## src/rtl/temporary_id_allocator_pkg.sv

```systemverilog
// Shared types and constants for the temporary node-ID allocator.
package temporary_id_allocator_pkg;

  // Default node ID width used by the router codebase.
  localparam int unsigned ID_WIDTH_DEF = 8;

  // Node identifier as carried in packet headers.
  typedef logic [ID_WIDTH_DEF-1:0] node_id_t;

  // Reserved identifiers that can never be owned by a node.
  localparam node_id_t ID_INVALID   = 8'h00;
  localparam node_id_t ID_BROADCAST = 8'hFF;

  // Allocation sequencer states.
  typedef enum logic [2:0] {
    ST_IDLE    = 3'd0,
    ST_REQUEST = 3'd1,
    ST_CLAIM   = 3'd2,
    ST_LISTEN  = 3'd3,
    ST_DONE    = 3'd4,
    ST_FAIL    = 3'd5
  } alloc_state_t;

endpackage

```

## src/rtl/temporary_id_allocator_listen_timer.sv

```systemverilog
// Loadable down-counter timing the post-claim listen window.
// 'expired' flags the final window cycle: the decrement taken on this
// edge brings the count to zero.
module listen_timer
  import temporary_id_allocator_pkg::*;
#(
  parameter int unsigned WAIT_CYCLES = 64,
  localparam int unsigned TW = $clog2(WAIT_CYCLES + 1)
) (
  input  logic          clk,
  input  logic          rst_n,
  input  logic          load,
  input  logic          dec,
  input  logic [TW-1:0] load_value,
  output logic          expired
);

  localparam logic [TW-1:0] ONE_L  = TW'(32'd1);
  localparam logic [TW-1:0] ZERO_L = TW'(32'd0);

  logic [TW-1:0] count_r;

  // Count register: load wins over decrement, holds at zero.
  always_ff @(posedge clk or negedge rst_n) begin
    if (!rst_n) begin
      count_r <= ZERO_L;
    end else if (load) begin
      count_r <= load_value;
    end else if (dec && (count_r != ZERO_L)) begin
      count_r <= count_r - ONE_L;
    end else begin
      count_r <= count_r;
    end
  end

  assign expired = (count_r == ONE_L);

endmodule

```

## src/rtl/temporary_id_allocator.sv

```systemverilog
// Temporary node-ID allocator: draws a random ID, claims it, listens for
// conflicting traffic over a fixed window and retries on collision.
module temporary_id_allocator
  import temporary_id_allocator_pkg::*;
#(
  parameter int unsigned ID_WIDTH    = 8,
  parameter int unsigned WAIT_CYCLES = 64,
  parameter int unsigned MAX_RETRY   = 4
) (
  input  logic                clk,
  input  logic                rst_n,
  input  logic                start,
  output logic                rnd_req,
  input  logic                rnd_valid,
  input  logic [ID_WIDTH-1:0] rnd_id,
  output logic                claim_valid,
  output logic [ID_WIDTH-1:0] claim_id,
  input  logic                claim_ready,
  input  logic                rx_valid,
  input  logic [ID_WIDTH-1:0] rx_src_id,
  input  logic                rx_is_claim,
  output logic                id_valid,
  output logic [ID_WIDTH-1:0] node_id,
  output logic                fail,
  output logic                busy
);

  localparam int unsigned TW = $clog2(WAIT_CYCLES + 1);
  localparam int unsigned RW = $clog2(MAX_RETRY + 1);

  localparam logic [ID_WIDTH-1:0] ID_ZERO_L  = {ID_WIDTH{1'b0}};
  localparam logic [ID_WIDTH-1:0] ID_BCAST_L = {ID_WIDTH{1'b1}};
  localparam logic [TW-1:0]       WAIT_L     = TW'(WAIT_CYCLES);
  localparam logic [RW-1:0]       RETRY_MAX_L  = RW'(MAX_RETRY);
  localparam logic [RW-1:0]       RETRY_ONE_L  = RW'(32'd1);
  localparam logic [RW-1:0]       RETRY_ZERO_L = RW'(32'd0);

  alloc_state_t        state_r, state_n;
  logic [ID_WIDTH-1:0] cand_r, cand_n;
  logic [RW-1:0]       retry_r, retry_n;
  logic                pending_r, pending_n;

  logic                timer_load_s, timer_dec_s, timer_expired_s;
  logic                reserved_s, conflict_s, foreign_claim_s;

  logic                rnd_req_n, claim_valid_n, id_valid_n, fail_n, busy_n;
  logic [ID_WIDTH-1:0] claim_id_n, node_id_n;

  listen_timer #(
    .WAIT_CYCLES (WAIT_CYCLES)
  ) u_listen_timer (
    .clk        (clk),
    .rst_n      (rst_n),
    .load       (timer_load_s),
    .dec        (timer_dec_s),
    .load_value (WAIT_L),
    .expired    (timer_expired_s)
  );

  assign reserved_s      = (rnd_id == ID_ZERO_L) || (rnd_id == ID_BCAST_L);
  assign conflict_s      = rx_valid && (rx_src_id == cand_r);
  assign foreign_claim_s = rx_valid && rx_is_claim && (rx_src_id == cand_r);

  // Next-state and datapath update for the allocation sequencer.
  always_comb begin
    state_n      = state_r;
    cand_n       = cand_r;
    retry_n      = retry_r;
    pending_n    = pending_r;
    timer_load_s = 1'b0;
    timer_dec_s  = 1'b0;
    case (state_r)
      ST_IDLE, ST_FAIL: begin
        if (start) begin
          state_n   = ST_REQUEST;
          retry_n   = RETRY_ZERO_L;
          pending_n = 1'b0;
        end else begin
          state_n = state_r;
        end
      end
      ST_REQUEST: begin
        // Reserved values are dropped without touching the retry count.
        if (rnd_valid && !reserved_s) begin
          state_n   = ST_CLAIM;
          cand_n    = rnd_id;
          pending_n = 1'b0;
        end else begin
          state_n = ST_REQUEST;
        end
      end
      ST_CLAIM: begin
        // A conflict during the claim is remembered and acted on in LISTEN.
        pending_n = pending_r || conflict_s;
        if (claim_ready) begin
          state_n      = ST_LISTEN;
          timer_load_s = 1'b1;
        end else begin
          state_n = ST_CLAIM;
        end
      end
      ST_LISTEN: begin
        timer_dec_s = 1'b1;
        // Conflict beats window expiry on the final cycle.
        if (conflict_s || pending_r) begin
          retry_n   = retry_r + RETRY_ONE_L;
          pending_n = 1'b0;
          if (retry_n == RETRY_MAX_L) begin
            state_n = ST_FAIL;
          end else begin
            state_n = ST_REQUEST;
          end
        end else if (timer_expired_s) begin
          state_n = ST_DONE;
        end else begin
          state_n = ST_LISTEN;
        end
      end
      ST_DONE: begin
        // Only a foreign claim on our ID forces reallocation.
        if (start || foreign_claim_s) begin
          state_n   = ST_REQUEST;
          retry_n   = RETRY_ZERO_L;
          pending_n = 1'b0;
        end else begin
          state_n = ST_DONE;
        end
      end
      default: begin
        state_n   = ST_IDLE;
        retry_n   = RETRY_ZERO_L;
        pending_n = 1'b0;
      end
    endcase
  end

  // Output values decoded from the next state so outputs can be registered.
  always_comb begin
    rnd_req_n     = (state_n == ST_REQUEST);
    claim_valid_n = (state_n == ST_CLAIM);
    id_valid_n    = (state_n == ST_DONE);
    fail_n        = (state_n == ST_FAIL);
    busy_n        = (state_n == ST_REQUEST) || (state_n == ST_CLAIM) ||
                    (state_n == ST_LISTEN);
    if (claim_valid_n) begin
      claim_id_n = cand_n;
    end else begin
      claim_id_n = ID_ZERO_L;
    end
    if (id_valid_n) begin
      node_id_n = cand_n;
    end else begin
      node_id_n = ID_ZERO_L;
    end
  end

  // State, datapath and registered output flops.
  always_ff @(posedge clk or negedge rst_n) begin
    if (!rst_n) begin
      state_r     <= ST_IDLE;
      cand_r      <= ID_ZERO_L;
      retry_r     <= RETRY_ZERO_L;
      pending_r   <= 1'b0;
      rnd_req     <= 1'b0;
      claim_valid <= 1'b0;
      claim_id    <= ID_ZERO_L;
      id_valid    <= 1'b0;
      node_id     <= ID_ZERO_L;
      fail        <= 1'b0;
      busy        <= 1'b0;
    end else begin
      state_r     <= state_n;
      cand_r      <= cand_n;
      retry_r     <= retry_n;
      pending_r   <= pending_n;
      rnd_req     <= rnd_req_n;
      claim_valid <= claim_valid_n;
      claim_id    <= claim_id_n;
      id_valid    <= id_valid_n;
      node_id     <= node_id_n;
      fail        <= fail_n;
      busy        <= busy_n;
    end
  end

endmodule

```

## config.mk

```make
export PLATFORM = sky130hd
export DESIGN_NAME = temporary_id_allocator
export DESIGN_NICKNAME = d
export VERILOG_FILES = /design/src/rtl/temporary_id_allocator_pkg.sv /design/src/rtl/temporary_id_allocator_listen_timer.sv /design/src/rtl/temporary_id_allocator.sv
export SDC_FILE = /design/constraint.sdc
export NUM_CORES = 1
export LEC_CHECK = 0
export ABC_CLOCK_PERIOD_IN_PS = 4300
export CORE_MARGIN = 3
export CORE_UTILIZATION = 51
export DETAILED_ROUTE_END_ITERATION = 10
export PLACE_DENSITY = 0.82
export SYNTH_ARGS = -nofsm -noshare
export SYNTH_HDL_FRONTEND = slang
export SYNTH_SLANG_ARGS = --single-unit
export TNS_END_PERCENT = 10
```

## constraint.sdc

```tcl
create_clock -name clk -period 4.3 [get_ports clk]
set_input_delay 1.29 -clock clk [delete_from_list [all_inputs] [get_ports clk]]
set_output_delay 1.29 -clock clk [all_outputs]
set_load 0.03 [all_outputs]
```

# Yosys cells after proc, flatten, opt, wreduce, memory -nomap -nowiden
# Index checks and enable logic that the tools add are counted.
# W data, S select, Z words.
totals:
  reg_bits: 43
  latchBits: 0
  ram_bits: 0
  rom_bits: 0
  input_bits: 23
  word_cells: 78
  mem_count: 0
op_classes:
  addsub: 2
  multipliers: 0
  n_div: 0
  magnitude_cmp: 0
  eq_ne: 18
  shift: 0
  n_mux: 26
  n_bitwise: 1
  reduce_logical: 19
ops:
  columns: ["cell", "n"]
  rows:
  - ["$mux W8", 4]
  - ["$mux W3", 8]
  - ["$eq A3 B3 Y1 const B", 5]
  - ["$pmux W3 S5", 1]
  - ["$mux W7", 2]
  - ["$eq A3 B2 Y1 const B", 4]
  - ["$pmux W3 S4", 1]
  - ["$eq A8 B8 Y1", 1]
  - ["$eq A8 B8 Y1 const B", 1]
  - ["$logic_not A8 Y1", 1]
  - ["$mux W1", 8]
  - ["$ne A2 B2 Y1 const B", 4]
  - ["$reduce_and A4 Y1", 2]
  - ["$eq A7 B1 Y1 const B", 1]
  - ["$reduce_bool A7 Y1", 1]
  - ["$sub A7 B1 Y7 const B", 1]
  - ["$eq A3 B1 Y1 const B", 2]
  - ["$logic_and A1 B1 Y1", 5]
  - ["$logic_or A1 B1 Y1", 5]
  - ["$pmux W1 S5", 1]
  - ["$reduce_or A2 Y1", 2]
  - ["$add A3 B1 Y3 const B", 1]
  - ["$logic_not A3 Y1", 1]
  - ["$mux W2", 1]
  - ["other kinds (3)", 3]

# Logic depth before layout (Yosys ltp)
# Gate-level depths: netlist of run 1.
depth:
  ltp_word: 9
  ltp_mapped: 7
  ltp_nobuf: 7

# Modules after synthesis
# From an unflattened synthesis of run 1, not the netlist that was laid out.
hier_totals:
  hier_cells: 224
  hier_area_um2: 2277.2
modules_own_cells:
  columns: ["mod", "instances", "cells_each", "area_per_inst_um2", "seq_area_each_um2"]
  rows:
  - ["temporary_id_allocator", 1, 164, 1776.7, 900.9]
  - ["listen_timer", 1, 60, 500.5, 175.2]

# Worst setup path before layout of run 1
# No wires, ideal clock.
synth_path:
  path_kind: "input port to flip-flop"
  start: "in rnd_id[4]"
  end: "reg claim_id[0]"
  setup_ns: 0.134
  arrival_ns: 2.717
  t_required_ns: 4.166
  setup_slack_ns: 1.448
  cell_stages: 6
  cell_sequence: "or4_1 > o21ai_1 > nor4_2 > buf_2 > mux2_2 > nor2b_1"
synth_rtl:
  columns: ["item", "line_no", "source"]
  rows:
  - ["start: declaration", "temporary_id_allocator.sv:15", "input logic [ID_WIDTH-1:0] rnd_id,"]
  - ["$eq A8 B8 Y1 / $logic_not A8 Y1 (equally long branches)", "temporary_id_allocator.sv:60", "assign reserved_s = (rnd_id == ID_ZERO_L) || (rnd_id == ID_BCAST_L);"]
  - ["$logic_or A1 B1 Y1 *", "temporary_id_allocator.sv:60", null]
  - ["$logic_not A1 Y1 *", "temporary_id_allocator.sv:84", "if (rnd_valid && !reserved_s) begin"]
  - ["$logic_and A1 B1 Y1 *", "temporary_id_allocator.sv:84", null]
  - ["$mux W8 *", "temporary_id_allocator.sv:84", null]
  - ["$mux W8 *", "temporary_id_allocator.sv:72", "case (state_r)"]
  - ["net cand_n[0]", "temporary_id_allocator.sv:39", "logic [ID_WIDTH-1:0] cand_r, cand_n;"]
  - ["$mux W8 *", "temporary_id_allocator.sv:145", "if (claim_valid_n) begin"]
  - ["net claim_id_n[0]", "temporary_id_allocator.sv:47", "logic [ID_WIDTH-1:0] claim_id_n, node_id_n;"]
  - ["end signal: assignment", "temporary_id_allocator.sv:178", "claim_id <= claim_id_n;"]
  - ["end: declaration", "temporary_id_allocator.sv:17", "output logic [ID_WIDTH-1:0] claim_id,"]
# Mark *: on every way through the listed nets, which the timed path passes. The rest lies on a longest branch.
# A chain may end at the register's enable or synchronous reset.

# Worst setup path in the final report of run 1
layout_path:
  start: "in rx_src_id[0]"
  end: "reg claim_id[4]"
layout_between:
  elab_chain_cells: 7
layout_rtl:
  columns: ["item", "line_no", "source"]
  rows:
  - ["start: declaration", "temporary_id_allocator.sv:20", "input logic [ID_WIDTH-1:0] rx_src_id,"]
  - ["$eq A8 B8 Y1 *", "temporary_id_allocator.sv:61, temporary_id_allocator.sv:62", null]
  - ["$logic_and A1 B1 Y1, on equally long branches", "temporary_id_allocator.sv:62, temporary_id_allocator.sv:61", null]
  - ["$logic_or A1 B1 Y1, on equally long branches", "temporary_id_allocator.sv:121, temporary_id_allocator.sv:105", null]
  - ["$mux W3, on equally long branches", "temporary_id_allocator.sv:121, temporary_id_allocator.sv:105", null]
  - ["$pmux W3 S5 *", "temporary_id_allocator.sv:72", null]
  - ["$eq A3 B2 Y1 *", "temporary_id_allocator.sv:140", "claim_valid_n = (state_n == ST_CLAIM);"]
  - ["$mux W8 *", "temporary_id_allocator.sv:145", null]
  - ["net claim_id_n[4]", "temporary_id_allocator.sv:47", null]
# Marks and branches as above.

==> key figures, run 1 <==
Placed design
  – Placed inst area: 2597 um^2
  – HPWL reported at the end of detailed placement: 3273 um
  – Placed Cells incl. Taps: 280
  – Count of input and output buffers: 43
  – Final Wtd Congestion: 0.8208

STA
  – Final slew viol count: 0
  – Setup violators final: 0
  – Setup TNS Final: 0 ns
  – Number of failing hold endpoints at the final stage: 0
  – Relative max-transition margin: 37.55%
  – Worst Hold Margin: 0.4951 ns
  – Least-Margin Pin Slew: 0.9367 ns
  – Crit path time final: 3.280 ns
  – Highest achievable clock rate: 304.9 MHz
  – Post-Route Skew: 0.01049 ns
  – RSZ-0062 raised after global routing: false
  – Tcrit/Tclk final: 76.27%

Finish
  – Share of post-route cells with drive strength above 1: 11.67%
  – Most common cell after layout, fill and taps aside: dfrtp_1
  – Fraction of the core area covered by cells at the end of the flow: 70.21%
  – Layout-stage area growth over the synthesis result: 26.82%
  – Final Instance Area: 2686 um^2
  – Inserted Diodes: 0
  – Top library cells by usage in the layout, fill and taps aside: dfrtp_1, clkdlybuf4s50_1, inv_1, nand2_1, nor2_1
  – Number of standard cells in the layout, taps in and fillers out: 288
  – Layout net count: 267

Power and ir drop
  – Leakage power summed over all cells: 1.153 nW
  – PwrDens: 594.2 nW/um^2
  – Max rail drop VDD: 0.4187 mV

Floorplanning
  – Die Y: 70.45 um
  – # IOs: 44
  – Die W: 70.45 um
  – Overall die area: 4963 um^2
  – Area inside the core boundary: 3826 um^2
  – Standard-cell rows: 22
  – Initial standard-cell utilization of the core: 55.36%

Synthesis
  – Yosys warnings: 0
  – Post-synthesis cell type count: 42
  – Area of the mapped netlist: 2118 um^2
  – Average footprint of a synthesized cell: 11.09 um^2
  – Flip-flop and latch count after synthesis: 43
  – Leading register cell type out of synthesis: dfrtp_1
  – Async set-or-reset flop fraction in the synthesized netlist: 100.0%
  – EDFF count, synth: 0
  – Total nets after synthesis: 219
  – Synthesized instance count: 191
  – Part of the Yosys area used for sequential elements: 50.80%

Clocking
  – Setup Fix Bufs, Post-CTS: 0
  – Cts hold-fix bufs: 0
  – Clock Tree Buf Depth: 2
  – Clock transition at the register clock pins on the worst setup and hold paths after CTS: 0.08 ns
  – Cells resized by post-CTS repair: 0
  – Root buf cell: clkbuf_8
  – Clock insertion delay at the later pin of the skew report: 0.30 ns
  – Number of clock sinks seen by CTS: 43
  – Clock tree from TritonCTS: done
  – Num CTS Buffers: 5
  – Htree depth: 2

Global routing
  – Largest net degree at the start of global routing: 44
  – Wire length of the first global-routing pass: 7431 um
  – Number of antenna violations at the first check in global routing: 0
  – Total overflow reported by the global router: 0
  – Global routing usage summed across all routing layers: 18.95%
  – Vias in the first global route: 1,553

Run
  – Max-cap check violation count: 0

Drt
  – First-pass iteration count of the detailed router: 4
  – Total Wirelength: 4372 um
  – Wire length per cell after detailed routing: 15.18 um
  – Number of design-rule violations left by the first detailed-router iteration: 85
  – DR vias/cell: 5.295
  – Residual antenna-violating net count after detailed routing: 0
  – Residual DRC count: 0
  – Total number of vias: 1,525

Worst setup path
  – Crit path max fanout: 9
  – Critical path required time: 4.46 ns
  – CP Class: primary input to register
  – Worst EP arrival: 3.44 ns
  – Largest stage delay on the critical path: 0.54 ns
  – Buffer and inverter count on the worst path: 1
  – Flop-to-flop setup slack: 2.04 ns
  – Slowest-stage cell, CP: nor4_4
  – Critical Path End Type: register
  – Cell family contributing the most delay on the critical path: simple AND/OR/NAND/NOR gates
  – Ordered cell list for the critical path: clkdlybuf4s50_1 > xnor2_1 > nand3_1 > nor4_4 > and3b_1 > o31ai_4 > nor2b_1
  – Setup crit start kind: primary input

Run status
  – Run status: completed

Hold path
  – Hold/Removal Path Class: register to register
cell usage after synthesis (2+ instances only):
| library cell | instances | area, um^2 |
|---|---|---|
| o21ai_0 | 6 | 30.03 |
| inv_1 | 13 | 48.80 |
| nor2_1 | 13 | 48.80 |
| buf_2 | 2 | 10.01 |
| nand3b_1 | 3 | 22.52 |
| and3b_1 | 2 | 17.52 |
| and3_1 | 2 | 12.51 |
| nor3_1 | 7 | 35.03 |
| o2111ai_1 | 2 | 17.52 |
| nand2_1 | 13 | 48.80 |
| ha_1 | 5 | 62.56 |
| nand3_1 | 4 | 20.02 |
| nor4_4 | 2 | 42.54 |
| dfrtp_1 | 43 | 1076 |
| nand4_1 | 2 | 12.51 |
| mux2_2 | 8 | 90.09 |
| and2_1 | 9 | 56.30 |
| nand2b_1 | 5 | 31.28 |
| xor2_1 | 4 | 35.03 |
| a21oi_1 | 5 | 25.02 |
| mux2i_1 | 2 | 20.02 |
| nor2b_1 | 11 | 68.82 |
| o2bb2ai_1 | 2 | 17.52 |
| or4_1 | 2 | 15.01 |
| nor3b_1 | 2 | 15.01 |
| xnor2_1 | 6 | 52.55 |
where the power goes:
group	internal (W)	total, W	switching (W)
Clock	0.000113	0.000254	0.000141
Combinational	0.000322	0.000724	0.000403
Sequential	0.000518	0.000618	0.000100
cell type report:
type                       instances  area [um^2]
clock buffer                       5        68.82
sequential                        43         1076
multi-input combinational        132        979.7
inverter                          13        48.80
fill                             271         1140
tap                               48        60.06
clock inverter                     3        20.02
timing repair buffer              44        432.9
kinds of logic after synthesis:
group | after synthesis | share of synthesized area, %
muxes | 10 | 5.198
adders and majority gates | 5 | 2.953
AOI/OAI and AO/OA | 26 | 11.05
and+or+nand+nor | 81 | 22.92
DFF | 43 | 50.80
buffers and inverters | 16 | 2.953
xor gates and xnor gates | 10 | 4.134
final timing paths:
kind	startpoint	cells past startpoint	end
max	rx_src_id[0]	7	claim_id[4]$_DFF_PN0_
min reg2reg	retry_r[2]$_DFFE_PN0P_	1	retry_r[2]$_DFFE_PN0P_
min in group asynchronous	rst_n	1	u_listen_timer.count_r[5]$_DFFE_PN0P_
max reg2reg	cand_r[0]$_DFF_PN0_	6	claim_id[4]$_DFF_PN0_
min	retry_r[2]$_DFFE_PN0P_	1	retry_r[2]$_DFFE_PN0P_
max in group asynchronous	rst_n	1	node_id[5]$_DFF_PN0_
stage by stage:
stage | total power (W) | worst slack [ns]
after floorplan | 0.001142 | 1.448
after global placement | 0.001330 | 0.7783
after detailed placement | 0.001354 | 0.7162
after CTS | 0.001614 | 1.023
after global routing | 0.001713 | 0.8241
final | 0.001596 | 1.020
registers in the layout (all words and copies together) (netlist names):
| signal | count |
|---|---|
| busy | 1 |
| cand_r | 8 |
| claim_id | 8 |
| claim_valid | 1 |
| fail | 1 |
| id_valid | 1 |
| node_id | 8 |
| pending_r | 1 |
| retry_r | 3 |
| rnd_req | 1 |
| state_r | 3 |
| u_listen_timer.count_r | 7 |
worst reg2reg max path, stage by stage (launching register included):
cell and delay (ns):
dfrtp_1 0.40, xnor2_1 0.18, nand3_1 0.19, nor4_4 0.54
and3b_1 0.28, o31ai_4 0.43, nor2b_1 0.10
metal layers:
layer	share of wire, %	up-vias	track usage [%]
met4	1.3	0	5.106
met5	0	-	0
li1	-	751	-
met2	45	48	29.52
met3	8.4	6	7.770
met1	45	720	24.33
(Power assumes the default switching activity.)
==> inputs of run 2 (changes only) <==
Settings changed: ABC_CLOCK_PERIOD_IN_PS 4300 to 2830, CORE_UTILIZATION 51 to 46, PLACE_DENSITY 0.82 to 0.78.
Clock period 4.3 ns to 2.83 ns, I/O delays scaled along.
==> key figures, run 2 (synthesized netlist as in run 1, its figures left out) <==
Placed design
  – HPWL reported at the end of detailed placement: 3545 um (was 3273 um)
  – Final Wtd Congestion: 0.8324 (was 0.8208)
  – Worst setup slack before clock tree synthesis: -0.4004 ns (was 0.7162 ns)
  – Count of input and output buffers: 43 (unchanged)

Global routing
  – Global routing usage summed across all routing layers: 18.79% (was 18.95%)
  – Number of antenna violations at the first check in global routing: 0 (unchanged)
  – Wire length of the first global-routing pass: 7700 um (was 7431 um)
  – Largest net degree at the start of global routing: 23 (was 44)
  – Total overflow reported by the global router: 0 (unchanged)
  – Vias in the first global route: 1,690 (was 1,553)

Worst setup path
  – Worst EP arrival: 2.93 ns (was 3.44 ns)
  – Crit path max fanout: 9 (unchanged)
  – Critical Path End Type: register (unchanged)
  – Flop-to-flop setup slack: 0.68 ns (was 2.04 ns)
  – Critical path launch point: rx_src_id[7] (was rx_src_id[0])
  – Launch instance of the worst register-to-register path: cand_r[7]$_DFF_PN0_ (was cand_r[0]$_DFF_PN0_)
  – Destination of the worst register-to-register timing path: node_id[5]$_DFF_PN0_ (was claim_id[4]$_DFF_PN0_)
  – Number of cell instances on the worst register-to-register path: 7 (was 6)
  – Setup crit start kind: primary input (unchanged)
  – Capture point of the worst path: node_id[5]$_DFF_PN0_ (was claim_id[4]$_DFF_PN0_)
  – Critical path required time: 3.02 ns (was 4.46 ns)
  – CP Class: primary input to register (unchanged)

Clocking
  – Clock insertion delay at the later pin of the skew report: 0.30 ns (about the same)
  – Number of clock sinks seen by CTS: 43 (unchanged)
  – Clock Tree Buf Depth: 2 (unchanged)
  – Num CTS Buffers: 5 (unchanged)
  – Setup Fix Bufs, Post-CTS: 0 (unchanged)
  – Clock tree from TritonCTS: done (unchanged)
  – Htree depth: 2 (unchanged)
  – Clock transition at the register clock pins on the worst setup and hold paths after CTS: 0.08 ns (about the same)
  – Cts hold-fix bufs: 0 (unchanged)
  – Root buf cell: clkbuf_8 (unchanged)

Floorplanning
  – Overall die area: 5455 um^2 (was 4963 um^2)
  – Initial standard-cell utilization of the core: 47.99% (was 55.36%)
  – Die Y: 73.86 um (was 70.45 um)
  – Standard-cell rows: 24 (was 22)
  – Area inside the core boundary: 4414 um^2 (was 3826 um^2)
  – Die W: 73.86 um (was 70.45 um)
  – # IOs: 44 (unchanged)

STA
  – Post-Route Skew: 0.003174 ns (was 0.01049 ns)
  – Setup TNS Final: 0 ns (unchanged)
  – Tcrit/Tclk final: 96.73%
  – Final setup margin: 0.09258 ns (was 1.020 ns)
  – Crit path time final: 2.737 ns
  – Least-Margin Pin Slew: 0.7386 ns (was 0.9367 ns)
  – Final slew viol count: 0 (unchanged)
  – Number of failing hold endpoints at the final stage: 0 (unchanged)
  – Highest achievable clock rate: 365.3 MHz
  – RSZ-0062 raised after global routing: false (unchanged)
  – Relative max-transition margin: 50.39% (was 37.55%)
  – Setup violators final: 0 (unchanged)
  – Worst Hold Margin: 0.4925 ns (was 0.4951 ns)

Drt
  – DR vias/cell: 5.217 (was 5.295)
  – First-pass iteration count of the detailed router: 4 (unchanged)
  – Residual DRC count: 0 (unchanged)
  – Total number of vias: 1,633 (was 1,525)
  – Wire length per cell after detailed routing: 14.48 um (was 15.18 um)
  – Number of design-rule violations left by the first detailed-router iteration: 74 (was 85)
  – Total Wirelength: 4532 um (was 4372 um)
  – Residual antenna-violating net count after detailed routing: 0 (unchanged)

Finish
  – Inserted Diodes: 0 (unchanged)
  – Largest registers: cand_r (8), claim_id (8), node_id (8) (unchanged)
  – Most common cell after layout, fill and taps aside: dfrtp_1 (unchanged)
  – Fraction of the core area covered by cells at the end of the flow: 65.59% (was 70.21%)
  – Top library cells by usage in the layout, fill and taps aside: dfrtp_1, clkdlybuf4s50_1, buf_4 (was dfrtp_1, clkdlybuf4s50_1, inv_1, nand2_1, nor2_1)
  – Share of post-route cells with drive strength above 1: 18.77% (was 11.67%)
  – Layout net count: 289 (was 267)
  – Layout-stage area growth over the synthesis result: 36.68% (was 26.82%)

Run
  – Max-cap check violation count: 0 (unchanged)

Hold path
  – Hold/Removal Path Class: register to register (unchanged)

Power and ir drop
  – Max rail drop VDD: 0.5334 mV (was 0.4187 mV)
  – PwrDens: 917.4 nW/um^2 (was 594.2 nW/um^2)
  – Leakage power summed over all cells: 1.275 nW (was 1.153 nW)
  – Design Power: 0.002656 W (was 0.001596 W)

Run status
  – Run status: completed (unchanged)
## run 2: routing by layer
layer  GRT usage [%]  share of wire, %  up-vias
li1                -                 -      801
met1           23.78                43      781
met3           5.198               5.8        9
met4           7.646               2.0        0
met5               0                 0        -
met2           30.22                49       42
## run 2: area by class of cell
type                            instances  area [um^2]
Fill cell                             342         1519
Sequential cell                        43         1076
Multi-Input combinational cell        132        988.4
Timing Repair Buffer                   66        610.6
Clock buffer                            5        68.82
Tap cell                               52        65.06
Inverter                               13        48.80
Clock inverter                          2        37.54
## run 2: per-stage QoR
stage,std cells,cell area [um^2]
after detailed placement,306,2780
after global placement,306,2780
final,313,2895
after global routing,313,2895
after CTS,313,2895
after floorplan,191,2118
## run 2: critical path, stage by stage
cell,delay [ns]
clkdlybuf4s50_1,0.48
xnor2_1,0.14
nand3_1,0.20
buf_4,0.19
nor2_1,0.11
mux2_2,0.37
o31a_4,0.40
and2_1,0.17
## run 2: report_power, final
| group | switching [W] | internal (W) |
|---|---|---|
| registers | 0.000119 | 0.000788 |
| clock network | 0.000207 | 0.000258 |
| logic | 0.000682 | 0.000603 |
| total | 0.00101 | 0.00165 |
## run 2: worst min-delay path by stage
| stage | slack, ns | endpoint | depth (start not counted) | startpoint |
|---|---|---|---|---|
| 2_1_floorplan | 0.46 | retry_r[2]$_DFFE_PN0P_ | 1 | retry_r[2]$_DFFE_PN0P_ |
| 3_3_place_gp | 0.47 | retry_r[2]$_DFFE_PN0P_ | 1 | retry_r[2]$_DFFE_PN0P_ |
| 3_5_place_dp | 0.48 | retry_r[2]$_DFFE_PN0P_ | 1 | retry_r[2]$_DFFE_PN0P_ |
| 4_1_cts | 0.50 | retry_r[2]$_DFFE_PN0P_ | 1 | retry_r[2]$_DFFE_PN0P_ |
| 5_1_grt | 0.53 | retry_r[2]$_DFFE_PN0P_ | 1 | retry_r[2]$_DFFE_PN0P_ |
| 6_report | 0.49 | retry_r[2]$_DFFE_PN0P_ | 1 | retry_r[2]$_DFFE_PN0P_ |
## run 2: repair_timing
action                     CTS  global route
resized for setup            1             0
pin swaps                    0             1
setup endpoints to repair   14            16
==> RTL change: new RTL, config.mk and constraints of run 2 <==
Change the parameter `MAX_RETRY` from 4 to 8.
--- a/src/rtl/temporary_id_allocator.sv
+++ b/src/rtl/temporary_id_allocator.sv
@@ -6,5 +6,5 @@
   parameter int unsigned ID_WIDTH    = 8,
   parameter int unsigned WAIT_CYCLES = 64,
-  parameter int unsigned MAX_RETRY   = 4
+  parameter int unsigned MAX_RETRY   = 8
 ) (
   input  logic                clk,
Check against the original RTL: no difference found for any inputs over 10 cycles, from zero or initial values and one cycle with rst_n low; that may be too few to reach the edited logic, so the function may still have changed.
==> RTL change against run 2 <==
Critical path depth unchanged. Area after synthesis up 0.77%. Design area down 3.6%. Sequential cell count up 1. Wire length about the same. Setup slack better by 0.35 ns. Synthesized cell count up 10%. Total power down 3.6%. Largest power group unchanged.
==> RTL change: results <==
critical_path:
  cp-startpoint: "rx_src_id[5]"
  rrSetupSlack_ns: 0.61
  ff2ff_path_depth: 6
  timing.rr.start: "u_listen_timer.count_r[2]"
  reg2reg_to: "node_id[7]"
  crit_fanout: 4
  cp.arrival_ns: 2.62
layout:
  drive_gt1_frac: 0.09023
  fin_cells: 318
  fillers: 358
  layout.nets: 293
global_route:
  grt_max_degree: 45
  grtUsageTotal: 0.1852
  grtUsageMet2: 0.2953
  grt_pass1_wl_um: 7721
sta:
  max_slew_margin: 0.6857
synth:
  syn_area_per_cell_um2: 10.12
  netlist_top_cells_count: "44 x dfrtp_1, 26 x nor2_1, 19 x inv_1, 19 x nand2_1, 10 x mux2i_1"
  syn_nets: 239
min_path:
  worstHoldPathType: "input pin to asynchronous set/reset pin"
route:
  vias: 1702
  routed_wl_um: 4533
outcome:
  run_status: "finished, final reports clean"
power:
  p_sw_mw: 1.007
place:
  routabilityCongestion: 0.8168
[RTL change: worst max path at each step]
stage          cells after the start           to
2_1_floorplan                      6  claim_id[0]
4_1_cts                            8   retry_r[3]
6_report                           8   retry_r[3]
5_1_grt                            9   retry_r[2]
3_5_place_dp                       8   retry_r[3]
3_3_place_gp                       8   retry_r[3]
[RTL change: power groups by stage]
stage | Clock (mW) | Combinational (mW) | Sequential [mW]
3_3_place_gp | 0 | 1.07 | 0.999
5_1_grt | 0.514 | 1.22 | 1.02
4_1_cts | 0.484 | 1.10 | 0.992
2_1_floorplan | 0 | 0.704 | 1.04
3_5_place_dp | 0 | 1.10 | 1.00
6_report | 0.477 | 1.09 | 0.994
[RTL change: layer usage]
layer / vias up / part of all wire
met5: - / 0
met3: 6 / 0.063
met4: 0 / 0.014
met2: 46 / 0.46
li1: 833 / -
met1: 817 / 0.46
[RTL change: area by class of cell]
type,instances,area [um^2],area share
flip-flops and latches,44,1101,0.3946
multi-input cells,144,947.2,0.3395
repair buffers,51,498.0,0.1785
clock buffers,6,72.57,0.02601
inverters,19,71.32,0.02556
well taps,52,65.06,0.02332
clock inverters,2,35.03,0.01256
[RTL change: stage by stage]
step / setup WS, ns / cell area [um^2] / hold slack, ns
6_report: 0.4467 / 2790 / 0.5034
5_1_grt: 0.2610 / 2790 / 0.5173
4_1_cts: 0.4563 / 2790 / 0.5204
3_5_place_dp: 0.1614 / 2683 / 0.5200
3_3_place_gp: 0.1916 / 2683 / 0.5198
2_1_floorplan: 0.4943 / 2135 / 0.4883
[RTL change: kinds of logic after synthesis]
family          count (synthesis)  share of synthesized area
flops                          44                     0.5158
buf+inv                        23                    0.04044
compound gates                 32                     0.1125
xor+xnor                       11                    0.04514
fa+ha+maj                       5                    0.02931
simple gates                   86                     0.2098
mux                            10                    0.04690
